--- src/rtl/cl_result_packer_pkg.sv ---
// Shared types and helpers for the cache-line result packer: FSM states,
// slot count per line and the DATA_WIDTH -> RESULT_WIDTH extension.
package cl_pack_pkg;

  typedef enum logic [1:0] {
    IDLE,
    FILL,
    WRITE,
    DONE
  } state_t;

  // Widest slot the extend helper supports; callers cast the result down.
  localparam int EXT_MAX_W = 1024;

  function automatic int results_per_cl(input int cl_w, input int res_w);
    return cl_w / res_w;
  endfunction

  function automatic logic [EXT_MAX_W-1:0] extend(input logic [EXT_MAX_W-1:0] d,
                                                  input int data_w,
                                                  input bit sign_ext);
    logic [EXT_MAX_W-1:0] upper;
    upper  = {EXT_MAX_W{1'b1}} << data_w;
    extend = d & ~upper;
    if (sign_ext && (((d >> (data_w - 1)) & EXT_MAX_W'(1)) != '0)) begin
      extend = extend | upper;
    end
  endfunction

endpackage

--- src/rtl/cl_result_packer_if.sv ---
// FIFO read side and DMA write side of the result packer; master is the packer.
interface cl_result_packer_if
  import cl_pack_pkg::*;
#(
  parameter int DATA_WIDTH    = 20,
  parameter int CL_DATA_WIDTH = 512
);

  logic                     src_empty;
  logic                     src_rd_en;
  logic [DATA_WIDTH-1:0]    src_rd_data;
  logic                     dma_full;
  logic                     dma_wr_en;
  logic [CL_DATA_WIDTH-1:0] dma_wr_data;

  modport master (
    input  src_empty, src_rd_data, dma_full,
    output src_rd_en, dma_wr_en, dma_wr_data
  );

  modport slave (
    output src_empty, src_rd_data, dma_full,
    input  src_rd_en, dma_wr_en, dma_wr_data
  );

endinterface

--- src/rtl/cl_result_packer.sv ---
// Drains narrow results from a show-ahead FIFO, packs them LSB-first into
// cache lines and writes them to DMA; a short final line is padded.
module cl_result_packer
  import cl_pack_pkg::*;
#(
  parameter int                     CL_DATA_WIDTH = 512,
  parameter int                     RESULT_WIDTH  = 32,
  parameter int                     DATA_WIDTH    = 20,
  parameter int                     SIGN_EXTEND   = 0,
  parameter logic [RESULT_WIDTH-1:0] PAD_VALUE    = '0,
  parameter int                     COUNT_WIDTH   = 65
) (
  input  logic                   clk,
  input  logic                   rst,
  input  logic                   go,
  input  logic [COUNT_WIDTH-1:0] total_results,
  cl_result_packer_if.master     bus,
  output logic [COUNT_WIDTH-1:0] lines_written,
  output logic                   done
);

  localparam int RPC    = results_per_cl(CL_DATA_WIDTH, RESULT_WIDTH);
  localparam int SLOT_W = $clog2(RPC + 1);
  localparam logic [SLOT_W-1:0] SLOT_LAST = SLOT_W'(RPC);

  state_t                   state_q, state_d;
  logic [COUNT_WIDTH-1:0]   total_q, consumed_q, consumed_inc;
  logic [SLOT_W-1:0]        slot_q, slot_inc;
  logic                     rd_fire, wr_fire, start, repad;
  logic [RESULT_WIDTH-1:0]  ext_result;
  logic [CL_DATA_WIDTH-1:0] line_buf;

  assign slot_inc     = slot_q + SLOT_W'(1);
  assign consumed_inc = consumed_q + COUNT_WIDTH'(1);
  assign ext_result   = RESULT_WIDTH'(extend(EXT_MAX_W'(bus.src_rd_data), DATA_WIDTH,
                                             SIGN_EXTEND != 0));

  // The line leaves FILL on the read that fills the last slot or consumes the last result.
  always_comb begin
    state_d = state_q;
    rd_fire = 1'b0;
    wr_fire = 1'b0;
    start   = 1'b0;
    case (state_q)
      IDLE, DONE: begin
        if (go) begin
          start   = 1'b1;
          state_d = (total_results == '0) ? DONE : FILL;
        end
      end
      FILL: begin
        rd_fire = !bus.src_empty && (slot_q < SLOT_LAST) && (consumed_q < total_q);
        if (rd_fire && ((slot_inc == SLOT_LAST) || (consumed_inc == total_q))) begin
          state_d = WRITE;
        end
      end
      WRITE: begin
        wr_fire = !bus.dma_full;
        if (wr_fire) begin
          state_d = (consumed_q == total_q) ? DONE : FILL;
        end
      end
      default: state_d = IDLE;
    endcase
  end

  always_ff @(posedge clk or posedge rst) begin
    if (rst) begin
      state_q       <= IDLE;
      total_q       <= '0;
      consumed_q    <= '0;
      slot_q        <= '0;
      lines_written <= '0;
    end else begin
      state_q <= state_d;
      if (start) begin
        total_q       <= total_results;
        consumed_q    <= '0;
        slot_q        <= '0;
        lines_written <= '0;
      end else begin
        if (rd_fire) begin
          slot_q     <= slot_inc;
          consumed_q <= consumed_inc;
        end
        if (wr_fire) begin
          slot_q        <= '0;
          lines_written <= lines_written + COUNT_WIDTH'(1);
        end
      end
    end
  end

  // Every slot returns to the pad value at go and once its line has been accepted.
  assign repad = start | wr_fire;

  for (genvar k = 0; k < RPC; k++) begin : g_slot
    logic [RESULT_WIDTH-1:0] slot_data;
    always_ff @(posedge clk or posedge rst) begin
      if (rst) begin
        slot_data <= PAD_VALUE;
      end else if (repad) begin
        slot_data <= PAD_VALUE;
      end else if (rd_fire && (slot_q == SLOT_W'(k))) begin
        slot_data <= ext_result;
      end
    end
    assign line_buf[k*RESULT_WIDTH +: RESULT_WIDTH] = slot_data;
  end

  assign bus.src_rd_en   = rd_fire;
  assign bus.dma_wr_en   = wr_fire;
  assign bus.dma_wr_data = line_buf;
  assign done            = (state_q == DONE);

endmodule

--- src/flat_wrapper.sv ---
// flat-port wrapper written by rule: the top's interface ports become plain ports
module cl_result_packer_flat import cl_pack_pkg::*;
#(
  parameter int                     CL_DATA_WIDTH = 512,
  parameter int                     RESULT_WIDTH  = 32,
  parameter int                     DATA_WIDTH    = 20,
  parameter int                     SIGN_EXTEND   = 0,
  parameter logic [RESULT_WIDTH-1:0] PAD_VALUE    = '0,
  parameter int                     COUNT_WIDTH   = 65
)
  (clk, rst, go, total_results, lines_written, done, bus_src_empty, bus_src_rd_data, bus_dma_full, bus_src_rd_en, bus_dma_wr_en, bus_dma_wr_data);
  cl_result_packer_if #(.DATA_WIDTH(DATA_WIDTH), .CL_DATA_WIDTH(CL_DATA_WIDTH)) bus_i ();
  input  logic clk;
  input  logic rst;
  input  logic go;
  input  logic [COUNT_WIDTH-1:0] total_results;
  output logic [COUNT_WIDTH-1:0] lines_written;
  output logic done;
  input wire logic [$bits(bus_i.src_empty)-1:0] bus_src_empty;
  input wire logic [$bits(bus_i.src_rd_data)-1:0] bus_src_rd_data;
  input wire logic [$bits(bus_i.dma_full)-1:0] bus_dma_full;
  output wire logic [$bits(bus_i.src_rd_en)-1:0] bus_src_rd_en;
  output wire logic [$bits(bus_i.dma_wr_en)-1:0] bus_dma_wr_en;
  output wire logic [$bits(bus_i.dma_wr_data)-1:0] bus_dma_wr_data;
  assign bus_i.src_empty = bus_src_empty;
  assign bus_i.src_rd_data = bus_src_rd_data;
  assign bus_i.dma_full = bus_dma_full;
  assign bus_src_rd_en = bus_i.src_rd_en;
  assign bus_dma_wr_en = bus_i.dma_wr_en;
  assign bus_dma_wr_data = bus_i.dma_wr_data;
  cl_result_packer #(.CL_DATA_WIDTH(CL_DATA_WIDTH), .RESULT_WIDTH(RESULT_WIDTH), .DATA_WIDTH(DATA_WIDTH), .SIGN_EXTEND(SIGN_EXTEND), .PAD_VALUE(PAD_VALUE), .COUNT_WIDTH(COUNT_WIDTH)) u_core (.clk(clk), .rst(rst), .go(go), .total_results(total_results), .bus(bus_i), .lines_written(lines_written), .done(done));
endmodule
--- config.mk ---
export PLATFORM = sky130hd
export DESIGN_NAME = cl_result_packer_flat
export DESIGN_NICKNAME = d
export VERILOG_FILES = /design/src/rtl/cl_result_packer_pkg.sv /design/src/rtl/cl_result_packer_if.sv /design/src/rtl/cl_result_packer.sv /design/src/flat_wrapper.sv
export SDC_FILE = /design/constraint.sdc
export NUM_CORES = 1
export LEC_CHECK = 0
export ABC_AREA = 1
export CORE_AREA = 3 3 262 264
export DETAILED_ROUTE_END_ITERATION = 6
export DIE_AREA = 0 0 265 267
export GPL_TIMING_DRIVEN = 0
export PLACE_DENSITY_LB_ADDON = 0.08
export SETUP_SLACK_MARGIN = 0.3
export SLEW_MARGIN = 20
export SYNTH_ARGS = -nofsm -noshare
export SYNTH_HDL_FRONTEND = slang
export SYNTH_SLANG_ARGS = --single-unit
--- constraint.sdc ---
create_clock -name clk -period 26.8 [get_ports clk]
set_input_delay 5.36 -clock clk [delete_from_list [all_inputs] [get_ports clk]]
set_output_delay 5.36 -clock clk [all_outputs]
set_load 0.03 [all_outputs]
== Word-level counts from Yosys, hierarchy flattened ==
Cells that the tools add are included.

* Flip-flop bits (word level): 714
* Input port bits: 90
* Output and inout port bits: 580

* Bitwise operators: 1
* Equal/unequal tests: 24
* Muxes and demuxes: 49
* Reductions and logical operators: 46
* Add/subtract/negate cells: 3
* Magnitude comparators: 2

{| class="wikitable"
|+ Operators by type and width
! operator !! count
|-
| $mux 32 || 32
|-
| $mux 65 || 4
|-
| $add 65x1->65 const B || 2
|-
| $eq 65x65->1 || 2
|-
| $logic_not 65->1 || 1
|-
| $lt 65x65->1 || 1
|-
| $eq 5x4->1 const B || 8
|-
| $reduce_bool 2->1 || 18
|-
| $eq 5x3->1 const B || 4
|-
| $logic_and 1x1->1 || 19
|-
| $mux 5 || 3
|-
| $eq 5x2->1 const B || 2
|-
| $mux 2 || 5
|-
| $pmux 2 s3 || 1
|-
| $add 5x1->5 const B || 1
|-
| $eq 5x1->1 const B || 1
|-
| $eq 5x5->1 const B || 1
|-
| $logic_not 5->1 || 1
|-
| $lt 5x5->1 const B || 1
|-
| $eq 2x2->1 const B || 2
|-
| $mux 1 || 4
|-
| $ne 2x2->1 const B || 2
|-
| $reduce_and 3->1 || 1
|-
| $reduce_bool 3->1 || 1
|-
| 7 further kinds || 8
|}

== Longest topological paths before layout ==
Gate-level depths: netlist of the first run.

* Depth in word-level cells: 7
* Gate-level depth with buffers: 24

== Worst setup path after synthesis of the first run ==
Ideal clock, no wire load.

* Path kind: input port to output port
* Start point: input bus_src_empty
* End point: output bus_src_rd_en
* Arrival: 6.564 ns
* Cell stages on the path: 7
* Buffers on the path: 0
* Setup slack: 14.876 ns
* Cell sequence: a2111oi_0 o221ai_1 nor2_1 nand2_1 nor2_4 nand2_4 inv_1

* Word-level cells in the longest chain between the ends: 4

{| class="wikitable"
|+ Ends and longest elaborated chain
! element !! RTL line !! RTL
|-
| start, declared || flat_wrapper.sv:19 || <nowiki>input wire logic [$bits(bus_i.src_empty)-1:0] bus_src_empty;</nowiki>
|-
| $logic_not 1->1 || cl_result_packer.sv:52 || <nowiki>rd_fire = !bus.src_empty && (slot_q < SLOT_LAST) && (consumed_q < total_q);</nowiki>
|-
| $logic_and 1x1->1 (2 in a row) || cl_result_packer.sv:52 ||
|-
| $mux 1 || cl_result_packer.sv:44 || <nowiki>case (state_q)</nowiki>
|-
| end, declared || flat_wrapper.sv:22 || <nowiki>output wire logic [$bits(bus_i.src_rd_en)-1:0] bus_src_rd_en;</nowiki>
|}

No other way between the ends.

== Worst setup path in the final report of the first run ==
Same ends and word-level chain as after synthesis.

==> results.md, run 1 <==
- Status: finished, final reports clean
- Post-synth EDFFs: 0
- Multi-input logic area: between 10000 and 15000 um2
- Vias in the first global route: between 20000 and 30000
- Post-synthesis cell count: between 3000 and 4000
- DRC: 0
- Worst R2R Start: u_core.state_q[0]
- Area contributors post-synth: dfrtp_1 45%, nand2_1 17%, nand3_1 8.8%, buf_4 5.0%, inv_1 3.7%
- Number of synthesized register bits: between 500 and 600
- Post CTS Setup Buffer Count: 0
- Slew Limit Fails: 0
- FFs w/ async S/R, synth: between 90% and 100%
- Crit path launch: bus_src_empty
- CP Class: primary input to output port
- CORE AREA: around 67000 um2
- Share of the synthesized area in the top cell type: 45.41%
- Post-synth cell types: 50
- Critical path data required time: between 20 and 25 ns
- Fmax: around 74 MHz
- Slew HR: 32.56%
- CTS H-tree lvls: 2
- Worst-path clk slew: 0.06 ns
- Area grow syn2layout: 31.09%
- Sequential share of the synthesized area: between 40% and 50%
- Post_cts resized: 0
- Synth Area per Inst: 7.527 um2
- Final hold violations: 0
- DP Cell Count: ~5400
- TritonCTS clock tree: done
- Overall routing resource usage: ~32%
- Peak supply drop: between 0.08 and 0.09 mV
- Largest net degree at the start of global routing: 102
- Detailed Route Iter0 Violations: between 2000 and 3000
- WL/cell: approximately 21 um
- PnR worst setup slack: about 13 ns
- Die H: approximately 270 um
- Pleak: 18.55 nW
- Hold Crit Start: u_core.lines_written[61]
- Vias per inst: about 5.2
- Most used DFF post-synth: dfrtp_1
- CTS sink count: 522
- DRT antenna net count: 0
- Initial antenna violation count: 6
- RD Place Congestion: about 1
- Final worst-path cycle share: approximately half
- Number of core rows: 95
- Starting density of the core: between 40% and 50%
- NumNets Final: roughly 4700
- Critical Path AT: between 8 and 9 ns
- Power per cell area: 111.9 nW/um2
- Most common cell after layout, fill and taps aside: nand2_1
- Most area-hungry cell type in the Yosys netlist: dfrtp_1
- Yosys warns: 0
- Ratio of cells with drive above 1 in the final layout: approximately 8.6%
- DRT Pass-1 Iters: 6
- Hold crit path type: register to register
- Drt total wl: ~120000 um
- Final Critical Period: roughly 13 ns
- Setup crit end kind: output port
- Width of the chip: ~270 um
- CTS hold repair buffers: 0
- CTS Buffer Depth: 3
- GRT overflow: 0
- Clk root buf: clkbuf_16
- TritonCTS Buffers: 59
- Slew @ Worst Pin: approximately 1.0 ns
- Die Area: ~70000 um2
- DP HPWL: ~90000 um
- Routed vias: 28280
- Fill cells: 6275
- Setup Viol. Count Final: 0
- Ports: 670
- Worst slack, placed: approximately 13 ns
- Most frequent cells in the layout: 1311 x nand2_1, 522 x dfrtp_1, 503 x nand3_1
- PortBufs: roughly 480
- Max-cap violations: 0
- Clk_skew: about 0.053 ns
- Crit path max fanout: 10
- RSZ-0062 raised after global routing: false
- Layout Cells excl Fill: roughly 5500
- First-pass GRT wire length: 171300 um
- Crit start category: primary input
- Sequential cell area: about 13000 um2
- Clk_lat worst skew: 0.67 ns
- Mapped Area: around 29000 um2
## cells in the mapped netlist (3+ instances only)
cell / n
a211oi_1: 4
a21oi_1: 79
a31oi_1: 5
buf_1: 23
buf_2: 46
buf_4: 192
buf_6: 3
clkbuf_1: 96
clkinv_1: 3
dfrtp_1: 522
ha_1: 77
inv_1: 281
nand2_1: 1311
nand2_2: 8
nand2_4: 4
nand3_1: 503
nand3b_1: 5
nand4_1: 50
nor2_1: 262
nor2_2: 9
nor2_4: 11
nor3_1: 44
nor3b_1: 4
nor4_1: 29
o21a_1: 4
o21ai_0: 192
o21ai_1: 6
xnor3_1: 10
xor2_1: 12
## state kept, by name, indices dropped and copies added, names as in the netlist
signal and flops:
u_core.g_slot.slot_data 320, u_core.consumed_q 65, u_core.lines_written 65, u_core.total_q 65, u_core.slot_q 5, u_core.state_q 2
## cells by family (layout without fill, tap and decap cells)
logic type	count (synthesis)	count (layout)	synth area share [%]
adder cells (fa/ha/maj)	77	77	3.349
flip-flops	522	522	45.41
AND/OR/NAND/NOR	2249	2249	33.24
other	1	199	0.01304
XOR/XNOR	23	23	1.179
buffers and inverters	645	1236	11.20
AO/OA/AOI/OAI	305	305	5.607
## final cells by class
cell class	instances	area share (%)
multi-input combinational	2846	35.00
sequential	522	34.64
timing repair buffer	482	13.03
buffer	360	5.707
clock buffer	80	4.549
tap	873	2.897
inverter	285	2.857
clock inverter	29	1.274
antenna	7	0.04645
## power by group
| part | internal, mW | switching (mW) | total (mW) |
|---|---|---|---|
| registers | 1.05 | 0.172 | 1.23 |
| logic | 0.673 | 1.40 | 2.07 |
| clock network | 0.547 | 0.372 | 0.920 |
| total | 2.27 | 1.95 | 4.22 |
## through the flow
step	utilization (%)	hold slack (ns)	cell area, um2	TNS [ns]	power, mW
after floorplan	-	0.4528	29480	0	2.386
after global placement	52.92	0.4692	35350	-187.30	3.278
after detailed placement	53.14	0.4780	35500	0	3.288
after CTS	56.42	0.4929	37690	0	4.223
after global routing	56.45	0.5066	37710	0	4.440
final	56.45	0.4958	37710	0	4.219
## critical path, stage by stage
cell	delay, ns
clkdlybuf4s50_1	0.52
a2111oi_0	0.44
o221ai_1	0.21
nor2_1	0.12
nand2_1	0.11
nor2_4	0.27
nand2_4	0.20
inv_1	0.13
clkdlybuf4s50_1	0.73
## per-layer routing
metal  vias up  part of all wire (%)  track usage (%)
met5         -                     0                0
met4         0                   5.5            16.27
li1      13430                     -                -
met1     13420                    40            40.63
met3       265                   8.3            7.448
met2      1162                    46            51.41
## path summary, 6_finish.rpt
kind / endpoint / slack, ns / cells after the start
setup / recovery: bus_src_rd_en / 13.33 / 9
hold / removal: u_core.lines_written[61] / 0.50 / 1
setup reg to reg: u_core.g_slot[9].slot_data[5] / 22.54 / 11
hold reg to reg: u_core.lines_written[61] / 0.50 / 1
max in group asynchronous: u_core.g_slot[11].slot_data[9] / 20.32 / 4
min in group asynchronous: u_core.lines_written[56] / 5.13 / 2
Power figures use the tool's default switching activity.
==> run 2, diff against run 1 <==
CORE_AREA = 3 3 256 258   (was 3 3 262 264)
DIE_AREA = 0 0 259 261   (was 0 0 265 267)
clock period = 12.5 ns   (was 26.8 ns; I/O delays follow)
==> results.md, run 2 (synthesis gave the netlist of run 1 again) <==
- Status: finished, violations left
- Failing checks: design-rule violations
- Ports: 670 (unchanged)
- GRT overflow: 0 (unchanged)
- Initial antenna violation count: 11 (+5)
- Width of the chip: 259 um (-2.3%)
- Hold crit path type: register to register
- Slew HR: 27.28% (-5.3 points)
- First-pass GRT wire length: 167300 um (-2.3%)
- Sequential cell area: 13060 um2 (unchanged)
- Crit start category: primary input
- Detailed Route Iter0 Violations: 2553 (-5.9%)
- Drt total wl: 113400 um (-2.3%)
- DRT antenna net count: 0 (unchanged)
- Die Area: 67600 um2 (-4.5%)
- RSZ-0062 raised after global routing: false
- Crit path largest cell delay: 0.69 ns (-0.04 ns)
- TritonCTS clock tree: done
- Final hold violations: 0 (unchanged)
- RD Place Congestion: 0.9734 (-2.0%)
- Clk root buf: clkbuf_16
- Clk_lat worst skew: 0.66 ns (about the same)
- CTS hold repair buffers: 0 (unchanged)
- DP HPWL: 88140 um (-0.88%)
- Most frequent CP cell: clkdlybuf4s50_1
- Slew @ Worst Pin: 1.087 ns (+0.07891 ns)
- Fmax: between 100 and 150 MHz
- Vias per inst: 5.196 (+0.78%)
- CTS H-tree lvls: 2 (unchanged)
- Routed vias: 28460 (+0.65%)
- Setup crit end kind: output port
- Number of core rows: 92 (-3.2%)
- Worst-path clk slew: 0.06 ns (about the same)
- Largest net degree at the start of global routing: 34 (-67%)
- Clk_skew: 0.03181 ns (-0.02112 ns)
- Slew Limit Fails: 0 (unchanged)
- Vias in the first global route: 26650 (-1.0%)
- Peak supply drop: 0.1704 mV (+100%)
- DRC: 2 (+2)
- Worst slack, placed: 4.656 ns (-8.665 ns)
- Ratio of cells with drive above 1 in the final layout: 8.766% (+0.19 points)
- PnR worst setup slack: 4.612 ns (-8.714 ns)
- Max-cap violations: 0 (unchanged)
- Final worst-path cycle share: 63.11%
- TritonCTS Buffers: 59 (unchanged)
- Final Critical Period: between 7 and 8 ns
- Post_cts resized: 0 (unchanged)
- Critical path, cell by cell: clkdlybuf4s50_1 -> a2111oi_0 -> o221ai_1 -> nor2_1 -> nand2_1 -> nor2_4 -> nand2_4 -> inv_1 -> clkdlybuf4s50_1
- Starting density of the core: 45.52% (+2.5 points)
- Setup Viol. Count Final: 0 (unchanged)
- Critical path data required time: 10.00 ns (-11.44 ns)
- DP Cell Count: 5355 (-0.24%)
- CTS sink count: 522 (unchanged)
- Largest register FFs: 320 (unchanged)
- Crit path max fanout: 10 (unchanged)
- Multi-input logic area: 13200 um2 (unchanged)
- CP Class: primary input to output port
- Area grow syn2layout: 31.19% (about the same)
- DRT Pass-1 Iters: 7 (+1)
- Overall routing resource usage: 32.53% (+0.52 points)
- Most frequent cells in the layout: 1311 x nand2_1, 522 x dfrtp_1, 503 x nand3_1
- Register bank with the most flops: u_core.g_slot.slot_data
- Die H: 261 um (-2.2%)
- CTS Buffer Depth: 3 (unchanged)
- PortBufs: 477 (unchanged)
- Slowest-stage cell, CP: clkdlybuf4s50_1
- Most common cell after layout, fill and taps aside: nand2_1
- NumNets Final: 4737 (+0.30%)
- Layout Cells excl Fill: 5477 (-0.13%)
- Critical Path AT: 5.39 ns (-2.72 ns)
- Post CTS Setup Buffer Count: 0 (unchanged)
- Pleak: 18.56 nW (about the same)
- CORE AREA: 63200 um2 (-5.4%)
- WL/cell: 20.71 um (-2.2%)
- Power per cell area: 234.6 nW/um2 (+110%)
- Fill cells: 5831 (-7.1%)
## run 2: final cells by class
| type | count | share of cell area (%) |
|---|---|---|
| Antenna cell | 11 | 0.07294 |
| Buffer | 360 | 5.703 |
| Clock buffer | 85 | 4.569 |
| Clock inverter | 26 | 0.6963 |
| Inverter | 285 | 2.845 |
| Multi-Input combinational cell | 2846 | 34.98 |
| Sequential cell | 522 | 34.61 |
| Tap cell | 846 | 2.805 |
| Timing Repair Buffer | 496 | 13.72 |
## run 2: per-stage QoR
step	utilization (%)	power [mW]	TNS, ns	hold slack (ns)	area [um2]
6_report	59.72	8.854	0	0.4889	37740
5_1_grt	59.71	9.309	0	0.5238	37730
4_1_cts	59.67	8.840	0	0.4970	37710
3_5_place_dp	56.53	7.034	0	0.4827	35720
3_3_place_gp	55.89	6.992	-499.50	0.4759	35320
2_1_floorplan	-	5.116	0	0.4528	29490
## run 2: worst max-delay path, delay by kind of cell
family,cells,cell delay (ns)
buf+inv,3,1.40
compound gates,2,0.76
simple gates,4,0.71
## run 2: final timing paths
path / from / endpoint / slack, ns / depth (start not counted)
worst max register to register: u_core.state_q[0] / u_core.g_slot[13].slot_data[8] / 8.14 / 11
worst min-delay path: u_core.total_q[0] / u_core.total_q[0] / 0.49 / 2
worst min register to register: u_core.total_q[0] / u_core.total_q[0] / 0.49 / 2
max in group asynchronous: rst / u_core.g_slot[14].slot_data[13] / 8.90 / 7
worst max-delay path: bus_src_empty / bus_src_rd_en / 4.61 / 9
min in group asynchronous: rst / u_core.lines_written[17] / 2.17 / 2
## run 2: where the power goes
| part | internal (mW) | switching (mW) | total (mW) |
|---|---|---|---|
| Combinational | 1.45 | 3.00 | 4.45 |
| Sequential | 2.26 | 0.362 | 2.62 |
| Clock | 1.01 | 0.781 | 1.79 |
## run 2: per-layer routing
layer / wire (um) / part of all wire (%) / global-route usage (%) / up-vias
met5: 0 / 0 / 0 / -
met4: 6661 / 5.9 / 16.79 / 0
li1: - / - / - / 13440
met2: 51630 / 46 / 51.27 / 1233
met3: 9955 / 8.8 / 7.707 / 277
met1: 45160 / 40 / 41.93 / 13510
==> run 3, diff against run 2 <==
CORE_AREA = unset   (was 3 3 256 258)
CORE_ASPECT_RATIO = 0.75   (was unset)
CORE_MARGIN = 3   (was unset)
CORE_UTILIZATION = 46   (was unset)
DIE_AREA = unset   (was 0 0 259 261)
clock period = 6.45 ns   (was 12.5 ns; I/O delays follow)
==> results.md, run 3 (synthesis gave the netlist of run 1 again) <==
- Status: finished, violations left
- Failing checks: design-rule violations
- Fill cells: 5573 (-4.4%)
- Fmax: 181.5 MHz
- CTS hold repair buffers: 0 (unchanged)
- CORE AREA: 61190 um2 (-3.2%)
- Clk_lat worst skew: 0.64 ns (-0.02 ns)
- DP HPWL: 85740 um (-2.7%)
- Power per cell area: 451.2 nW/um2 (+92%)
- PortBufs: 477 (unchanged)
- R2r setup slk: 2.35 ns (-5.79 ns)
- Final hold violations: 0 (unchanged)
- Worst-path clk slew: 0.06 ns (about the same)
- Final worst-path cycle share: between 80% and 90%
- Ports: 670 (unchanged)
- Starting density of the core: 47.01% (+1.5 points)
- P_sw: 7.815 mW (+89%)
- Clk_skew: 0.03523 ns (+0.003417 ns)
- Clk root buf: clkbuf_16
- PnR worst setup slack: 0.9408 ns (-3.671 ns)
- Switch share: 46.14% (-0.61 points)
- Sequential cell area: 13060 um2 (unchanged)
- Drt total wl: 109200 um (-3.7%)
- Crit start category: register
- CTS Buffer Depth: 3 (unchanged)
- Peak supply drop: 0.3135 mV (+84%)
- First-pass GRT wire length: 164200 um (-1.9%)
- Routed vias: 28510 (+0.19%)
- Met1 usage: 47.19% (+5.3 points)
- Critical Path AT: 4.22 ns (-1.17 ns)
- Pleak: 18.51 nW (-0.25%)
- Vias in the first global route: 26410 (-0.87%)
- DRT Pass-1 Iters: 7 (unchanged)
- WL/cell: 20.20 um (-2.4%)
- CTS H-tree lvls: 2 (unchanged)
- Setup Viol. Count Final: 0 (unchanged)
- # diodes: 0 (-11)
- Hold crit path type: register to register
- Die H: 222.6 um (-15%)
- TritonCTS clock tree: done
- Most frequent cells in the layout: 1311 x nand2_1, 522 x dfrtp_1, 503 x nand3_1
- NumNets Final: 4732 (-0.11%)
- Largest net degree at the start of global routing: 35 (+2.9%)
- Multi-input logic area: 13200 um2 (unchanged)
- Grt met2 use: 48.19% (-3.1 points)
- Width of the chip: 294.8 um (+14%)
- RD Place Congestion: 1.006 (+3.4%)
- Post CTS Setup Buffer Count: 0 (unchanged)
- Critical path data required time: 5.16 ns (-4.84 ns)
- Area grow syn2layout: 30.52%
- Register bank with the most flops: u_core.g_slot.slot_data
- Detailed Route Iter0 Violations: 2914 (+14%)
- CTS sink count: 522 (unchanged)
- Setup crit end kind: output port
- DRT antenna net count: 0 (unchanged)
- Internal: 9.124 mW (+93%)
- Crit path max fanout: 10 (unchanged)
- Seq pwr share: 29.9% (+0.3 points)
- Post_cts resized: 0 (unchanged)
- Largest register FFs: 320 (unchanged)
- Overall Power: 16.94 mW (+91%)
- Clock Power Share: 19.8% (-0.4 points)
- Overall routing resource usage: 32.70% (+0.17 points)
- Global routing usage on met3: 9.044% (+1.3 points)
- CP Class: register to output port
- Combinational group share of total power: 50.3% (about the same)
- Initial antenna violation count: 3 (-8)
- Number of core rows: 78 (-15%)
- Setup_tns: 0 ns (unchanged)
- Most common cell after layout, fill and taps aside: nand2_1
- GRT overflow: 0 (unchanged)
- Slew HR: 30.49% (+3.2 points)
- Max-cap violations: 0 (unchanged)
- Slew Limit Fails: 0 (unchanged)
- Worst slack, placed: 1.189 ns (-3.467 ns)
- GR peak layer: met2
- TritonCTS Buffers: 53 (-10%)
- DRC: 16 (+14)
- Final Critical Period: 5.509 ns
- Die Area: 65600 um2 (-3.0%)
- Slew @ Worst Pin: 1.043 ns (-0.04417 ns)
- Vias per inst: 5.275 (+1.5%)
- Ratio of cells with drive above 1 in the final layout: 8.426% (-0.34 points)
- RSZ-0062 raised after global routing: false
-- run 3: cell count changes in the layout (fill, tap and decap cells not counted), sizes merged --
| cell | delta |
|---|---|
| clkbuf | -4 |
| diode | -11 |
| buf | +1 |
| clkinv | -10 |
| bufinv | +4 |
| clkinvlp | -6 |
-- run 3: metrics by stage --
step	hold slack, ns	area [um2]	utilization [%]	instances
finish	0.4953	37540	61.36	5405
global route	0.5291	37540	61.36	5405
CTS	0.4949	37540	61.36	5405
detailed placement	0.4759	35690	58.33	5310
global placement	0.4786	35260	57.63	5290
floorplan	0.4528	29490	-	4013
-- run 3: power by group through the flow --
stage          Combinational, mW  Clock [mW]  Sequential [mW]
3_3_place_gp                8.35           0             5.10
3_5_place_dp                8.47           0             5.07
5_1_grt                     9.16        3.52             5.17
2_1_floorplan               3.28           0             6.63
4_1_cts                     8.50        3.38             5.04
6_report                    8.52        3.35             5.06
-- run 3: cell type report --
type                       count  share of cell area (%)
multi-input combinational   2846                   35.16
sequential                   522                   34.79
timing repair buffer         497                   13.86
buffer                       360                   5.732
clock buffer                  81                   4.212
inverter                     285                   2.859
tap                          800                   2.666
clock inverter                14                  0.7198
-- run 3: worst max-delay path, stage by stage (launching register included) --
cell and delay (ns):
dfrtp_1 0.47, ha_1 0.36, nand4_1 0.12, nor3_1 0.61, nand3_1 0.32, nor2_1 0.29, inv_1 0.08, o211ai_2 0.27
nor2_4 0.12, nand2_4 0.20, inv_1 0.13, clkdlybuf4s50_1 0.61
-- run 3: routing by layer --
layer	routed length, um	vias up
li1	-	13420
met1	46560	13600
met2	47170	1311
met3	12300	177
met4	3116	6
met5	35	-
-- run 3: final timing paths --
check / startpoint / endpoint / cells past startpoint
max in group asynchronous: rst / u_core.g_slot[15].slot_data[14] / 9
min: u_core.total_q[0] / u_core.total_q[0] / 2
max: u_core.consumed_q[40] / bus_src_rd_en / 11
max reg2reg: u_core.state_q[0] / u_core.g_slot[14].slot_data[3] / 11
min in group asynchronous: rst / u_core.g_slot[0].slot_data[8] / 2
min reg2reg: u_core.total_q[0] / u_core.total_q[0] / 2
